File: src/rtl/aes_pkg.sv
// Shared AES-128 key-schedule definitions: FSM encodings, round constants,
// the S-box and the GF(2^8) doubling used to step Rcon.
package aes_pkg;

  localparam int AES_NR   = 10;
  localparam int RK_IDX_W = 4;

  localparam logic [1:0] ST_IDLE   = 2'd0;
  localparam logic [1:0] ST_EXPAND = 2'd1;
  localparam logic [1:0] ST_DONE   = 2'd2;

  localparam logic [7:0] RCON_INIT = 8'h01;

  // Forward S-box, entry 0x00 in the most significant byte
  localparam logic [2047:0] SBOX = {
    128'h637c777bf26b6fc53001672bfed7ab76,
    128'hca82c97dfa5947f0add4a2af9ca472c0,
    128'hb7fd9326363ff7cc34a5e5f171d83115,
    128'h04c723c31896059a071280e2eb27b275,
    128'h09832c1a1b6e5aa0523bd6b329e32f84,
    128'h53d100ed20fcb15b6acbbe394a4c58cf,
    128'hd0efaafb434d338545f9027f503c9fa8,
    128'h51a3408f929d38f5bcb6da2110fff3d2,
    128'hcd0c13ec5f974417c4a77e3d645d1973,
    128'h60814fdc222a908846eeb814de5e0bdb,
    128'he0323a0a4906245cc2d3ac629195e479,
    128'he7c8376d8dd54ea96c56f4ea657aae08,
    128'hba78252e1ca6b4c6e8dd741f4bbd8b8a,
    128'h703eb5664803f60e613557b986c11d9e,
    128'he1f8981169d98e949b1e87e9ce5528df,
    128'h8ca1890dbfe6426841992d0fb054bb16
  };

  function automatic logic [7:0] xtime(input logic [7:0] b);
    return {b[6:0], 1'b0} ^ (b[7] ? 8'h1b : 8'h00);
  endfunction

  function automatic logic [7:0] sbox(input logic [7:0] b);
    logic [2047:0] tbl;
    tbl = SBOX;
    return tbl[~{b, 3'b000} -: 8];
  endfunction

endpackage

File: src/rtl/aes_key_expand_128.sv
// One combinational AES-128 key-expansion step: next round key from the
// current one and its Rcon byte.
module aes_key_expand_128
  import aes_pkg::*;
(
  input  logic [127:0] key_in,
  input  logic [7:0]   rcon,
  output logic [127:0] key_out
);

  logic [31:0] w0, w1, w2, w3;
  logic [31:0] temp;
  logic [31:0] n0, n1, n2, n3;

  assign w0 = key_in[127:96];
  assign w1 = key_in[95:64];
  assign w2 = key_in[63:32];
  assign w3 = key_in[31:0];

  // SubWord(RotWord(w3)) xor Rcon in the top byte
  assign temp = {sbox(w3[23:16]) ^ rcon, sbox(w3[15:8]), sbox(w3[7:0]), sbox(w3[31:24])};

  assign n0 = w0 ^ temp;
  assign n1 = w1 ^ n0;
  assign n2 = w2 ^ n1;
  assign n3 = w3 ^ n2;

  assign key_out = {n0, n1, n2, n3};

endmodule

File: src/rtl/aes_key_sched_128.sv
// Sequential AES-128 key schedule: one expansion step per cycle into an
// 11-entry round-key file with a registered indexed read port.
module aes_key_sched_128
  import aes_pkg::*;
#(
  parameter logic CLEAR_ON_LOAD = 1'b1
) (
  input  logic                clk,
  input  logic                rst_n,
  input  logic                key_valid,
  output logic                key_ready,
  input  logic [127:0]        key_in,
  output logic                busy,
  output logic                keys_valid,
  input  logic [RK_IDX_W-1:0] rd_idx,
  output logic [127:0]        rd_key
);

  logic [1:0]          state;
  logic [127:0]        rk [0:AES_NR];
  logic [127:0]        cur;
  logic [127:0]        nxt;
  logic [RK_IDX_W-1:0] round;
  logic [7:0]          rcon;
  logic                accept;

  // Ready depends on state only so the handshake has no combinational loop
  assign key_ready = (state != ST_EXPAND);
  assign accept    = key_valid && key_ready;

  aes_key_expand_128 u_expand (
    .key_in  (cur),
    .rcon    (rcon),
    .key_out (nxt)
  );

  always_ff @(posedge clk or negedge rst_n) begin
    if (!rst_n) begin
      state      <= ST_IDLE;
      cur        <= '0;
      round      <= '0;
      rcon       <= RCON_INIT;
      busy       <= 1'b0;
      keys_valid <= 1'b0;
      rd_key     <= '0;
      for (int i = 0; i <= AES_NR; i++) rk[i] <= '0;
    end else begin
      // Read samples the file before this edge's write lands
      rd_key <= (rd_idx <= RK_IDX_W'(AES_NR)) ? rk[rd_idx] : '0;

      if (accept) begin
        rk[0]      <= key_in;
        cur        <= key_in;
        round      <= RK_IDX_W'(1);
        rcon       <= RCON_INIT;
        keys_valid <= 1'b0;
        busy       <= 1'b1;
        state      <= ST_EXPAND;
        if (CLEAR_ON_LOAD) begin
          for (int i = 1; i <= AES_NR; i++) rk[i] <= '0;
        end
      end else if (state == ST_EXPAND) begin
        rk[round] <= nxt;
        cur       <= nxt;
        rcon      <= xtime(rcon);
        round     <= round + RK_IDX_W'(1);
        if (round == RK_IDX_W'(AES_NR)) begin
          state      <= ST_DONE;
          busy       <= 1'b0;
          keys_valid <= 1'b1;
        end
      end else if (state != ST_IDLE && state != ST_DONE) begin
        state <= ST_IDLE;
      end
    end
  end

endmodule

File: config.mk
export PLATFORM = sky130hd
export DESIGN_NAME = aes_key_sched_128
export DESIGN_NICKNAME = d
export VERILOG_FILES = /design/src/rtl/aes_pkg.sv /design/src/rtl/aes_key_expand_128.sv /design/src/rtl/aes_key_sched_128.sv
export SDC_FILE = /design/constraint.sdc
export NUM_CORES = 2
export LEC_CHECK = 0
export ABC_AREA = 1
export CORE_MARGIN = 10
export CORE_UTILIZATION = 45
export CTS_CLUSTER_SIZE = 30
export DETAILED_ROUTE_END_ITERATION = 7
export SLEW_MARGIN = 15
export SYNTH_ARGS = -nofsm -noshare
export SYNTH_HDL_FRONTEND = slang
export SYNTH_SLANG_ARGS = --single-unit
File: constraint.sdc
create_clock -name clk -period 3.7 [get_ports clk]
set_input_delay 0.555 -clock clk [delete_from_list [all_inputs] [get_ports clk]]
set_output_delay 0.555 -clock clk [all_outputs]
set_load 0.005 [all_outputs]
==> flow_summary.json <==
{
  "status": "finished, final reports clean",
  "synth_seq_area_share": 0.482,
  "period_minus_slack_ns": 3.69,
  "synthTopCellsByCount": "nand2_1 (2,610), dfrtp_1 (1,679), nand3_1 (1,522), o21ai_0 (1,349), inv_1 (836)",
  "initial_core_util": 0.453,
  "slew_headroom": 0.201,
  "fin_crit_sh": 0.998,
  "final_nets": 11805,
  "globalplace.congestion": 1.06,
  "netlist_instances": 11131,
  "hold_path_class": "in -> async",
  "cts_made_buffers": 179,
  "synth_area_per_cell_um2": 7.84,
  "synthTopCellsByArea": "dfrtp_1 (48%), nand2_1 (11%), nand3_1 (8.7%)",
  "rows": 161,
  "async_flop_share": 1.00,
  "design.core.area_um2": 193000,
  "syn_to_final_growth_pct": 20.7,
  "whs_ns": 0.190,
  "max_freq_ghz": 0.271,
  "synth.most_common_cell": "nand2_1",
  "fillerInstances": 18063,
  "syn_nets": 11326,
  "synth_area_leader_cell": "dfrtp_1",
  "arrival_ns": 4.51,
  "wl_mm": 445,
  "criticalPathCategory": "reg -> reg",
  "cts.path.max_buffers": 3,
  "cts.clk_slew.worst_paths_ns": 0.07,
  "hpwlAfterDp_mm": 303,
  "drive_gt1_frac": 0.136,
  "grt_usage": 0.407,
  "drc_errors": 0,
  "dieArea_um2": 212000,
  "startpoint_type": "flop",
  "ant_nets": 0,
  "ioPinCount": 266,
  "grt_start_max_net_pins": 130,
  "finalMaxSlewViolations": 0,
  "drtPass1Iterations": 7,
  "crit_path_start": "cur[25]",
  "vias": 91291,
  "skew_ns": 0.104,
  "setup_viol": 0,
  "synth-edff-count": 0,
  "clock_sinks": 1680,
  "htreeDepth": 4,
  "ys_ff_latch": 1680,
  "dieWidth_um": 460,
  "synth_cell_type_count": 47,
  "drtIter0Drc": 14401,
  "worst_pin_slew_ns": 1.20,
  "antenna_found_initial": 26,
  "path_max_fanout": 10,
  "grt_remaining_overflow": 0,
  "first_global_vias": 85922,
  "syn_area_um2": 87300,
  "wl_per_cell_um": 31.1,
  "finalHoldViolCount": 0,
  "cts_root_buffer": "clkbuf_16",
  "cp-end-kind": "flop",
  "die_h_um": 460,
  "ys.flop_type": "dfrtp_1",
  "ys_warn_count": 0,
  "crit-reg2reg-launch": "cur[25]",
  "viasPerCell": 6.38,
  "drv_cap": 0,
  "required_ns": 4.52,
  "port_buffers": 265,
  "grt_pass1_wl_mm": 633,
  "insertion_delay_ns": 0.90,
  "cts_tree": "built",
  "final_util": 0.547,
  "r2r_cells": 18,
  "yosysTopAreaCellShare": 0.481
}
==> timing repair <==
action | 4_1_cts | 5_1_grt
gates resized for setup | 8 | 121
buffers inserted | 0 | 1
hold endpoints to repair | 63 | 0
pin swaps | 1 | 5
endpoints found under the setup margin | 9 | 496
cloned | 0 | 0
hold buffers | 1 | 0
==> stage by stage <==
stage          setup slack, ns  instance area [um2]  setup TNS, ns  instances
2_1_floorplan            0.920                87300              0      11131
3_3_place_gp            -0.286                98500          -1.11      13953
3_5_place_dp            -0.195                98500         -0.510      13953
4_1_cts                0.00543               105000              0      14287
5_1_grt                -0.0237               105000        -0.0809      14290
6_report               0.00851               105000              0      14300
==> kinds of logic (layout without fill, tap and decap cells) <==
logic type	after synthesis	in the layout	share of synthesized area
xor gates and xnor gates	11	11	0.00110
AOI/OAI and AO/OA	2900	2900	0.192
and+or+nand+nor	4711	4711	0.232
DFF	1680	1680	0.482
adders and majority gates	60	60	0.00860
other	0	12	0
buffers and inverters	1769	2400	0.0842
==> area by class of cell <==
type / instances / area [um2] / area share
Sequential cell: 1680 / 42100 / 0.399
Multi-Input combinational cell: 7682 / 38500 / 0.366
Timing Repair Buffer: 1191 / 11900 / 0.113
Clock buffer: 266 / 5300 / 0.0503
Inverter: 876 / 3380 / 0.0321
Tap cell: 2526 / 3160 / 0.0300
Clock inverter: 67 / 976 / 0.00926
Antenna cell: 12 / 30.0 / 0.000285
==> registers in the layout, indices dropped and copies added (netlist names) <==
signal	cells
busy	1
cur	128
keys_valid	1
rcon	8
rd_key	128
rk	1408
round	4
state	2
==> metal layers <==
| metal | share of wire | GRT usage | routed length (um) | vias up |
|---|---|---|---|---|
| met5 | 0.00023 | 0 | 103 | - |
| met4 | 0.076 | 0.260 | 33800 | 16 |
| met3 | 0.12 | 0.109 | 52900 | 1232 |
| met2 | 0.42 | 0.579 | 185000 | 6331 |
| met1 | 0.39 | 0.545 | 172000 | 45041 |
| li1 | - | - | - | 38671 |
==> worst max-delay path: stages (launching register included) <==
cell     delay, ns
dfrtp_1       0.40
inv_2         0.10
buf_4         0.19
buf_4         0.23
nand2_1       0.16
buf_4         0.22
nand3_1       0.10
nand3_1       0.09
nand3_1       0.14
nand3_1       0.19
nand3_1       0.20
nand3_2       0.24
nand2_2       0.22
nand2_2       0.07
nand3_1       0.26
nand3_2       0.23
nand2_4       0.23
nand2_2       0.13
a21oi_1       0.17
==> final timing paths <==
path | end | slack (ns)
worst min-delay path | rk[777] | 0.19
min in group clk | rd_key[54] | 0.29
worst max-delay path | cur[0] | 0.009
worst min register to register | rk[139] | 0.48
worst max register to register | cur[0] | 0.009
max in group asynchronous | cur[92] | 1.91
==> cells in the final DEF, fill, tap and decap left out, types with 14 or more instances in the layout <==
cell | synthesis | layout
a21oi_1 | 498 | 497
a221oi_1 | 70 | 70
a22oi_1 | 100 | 100
a32o_1 | 128 | 128
buf_12 | 0 | 182
buf_4 | 54 | 740
clkbuf_1 | 589 | 38
clkbuf_16 | 0 | 179
clkbuf_8 | 0 | 50
clkdlybuf4s50_1 | 0 | 261
clkinv_2 | 0 | 41
dfrtp_1 | 1679 | 1672
ha_1 | 60 | 50
inv_1 | 836 | 823
inv_2 | 22 | 18
inv_4 | 5 | 14
nand2_1 | 2610 | 2578
nand2_2 | 101 | 122
nand2_4 | 17 | 28
nand3_1 | 1522 | 1471
nand3_2 | 27 | 73
nor2_1 | 384 | 360
nor2_2 | 14 | 21
nor2_4 | 3 | 20
o2111ai_1 | 89 | 89
o211ai_1 | 30 | 30
o21ai_0 | 1349 | 1339
o21ai_1 | 182 | 192
o21ai_2 | 32 | 32
o22ai_1 | 404 | 404
Power is left out: the tool's default activity adds up to more than one toggle a clock period on the data nets, which glitch-free logic cannot reach.
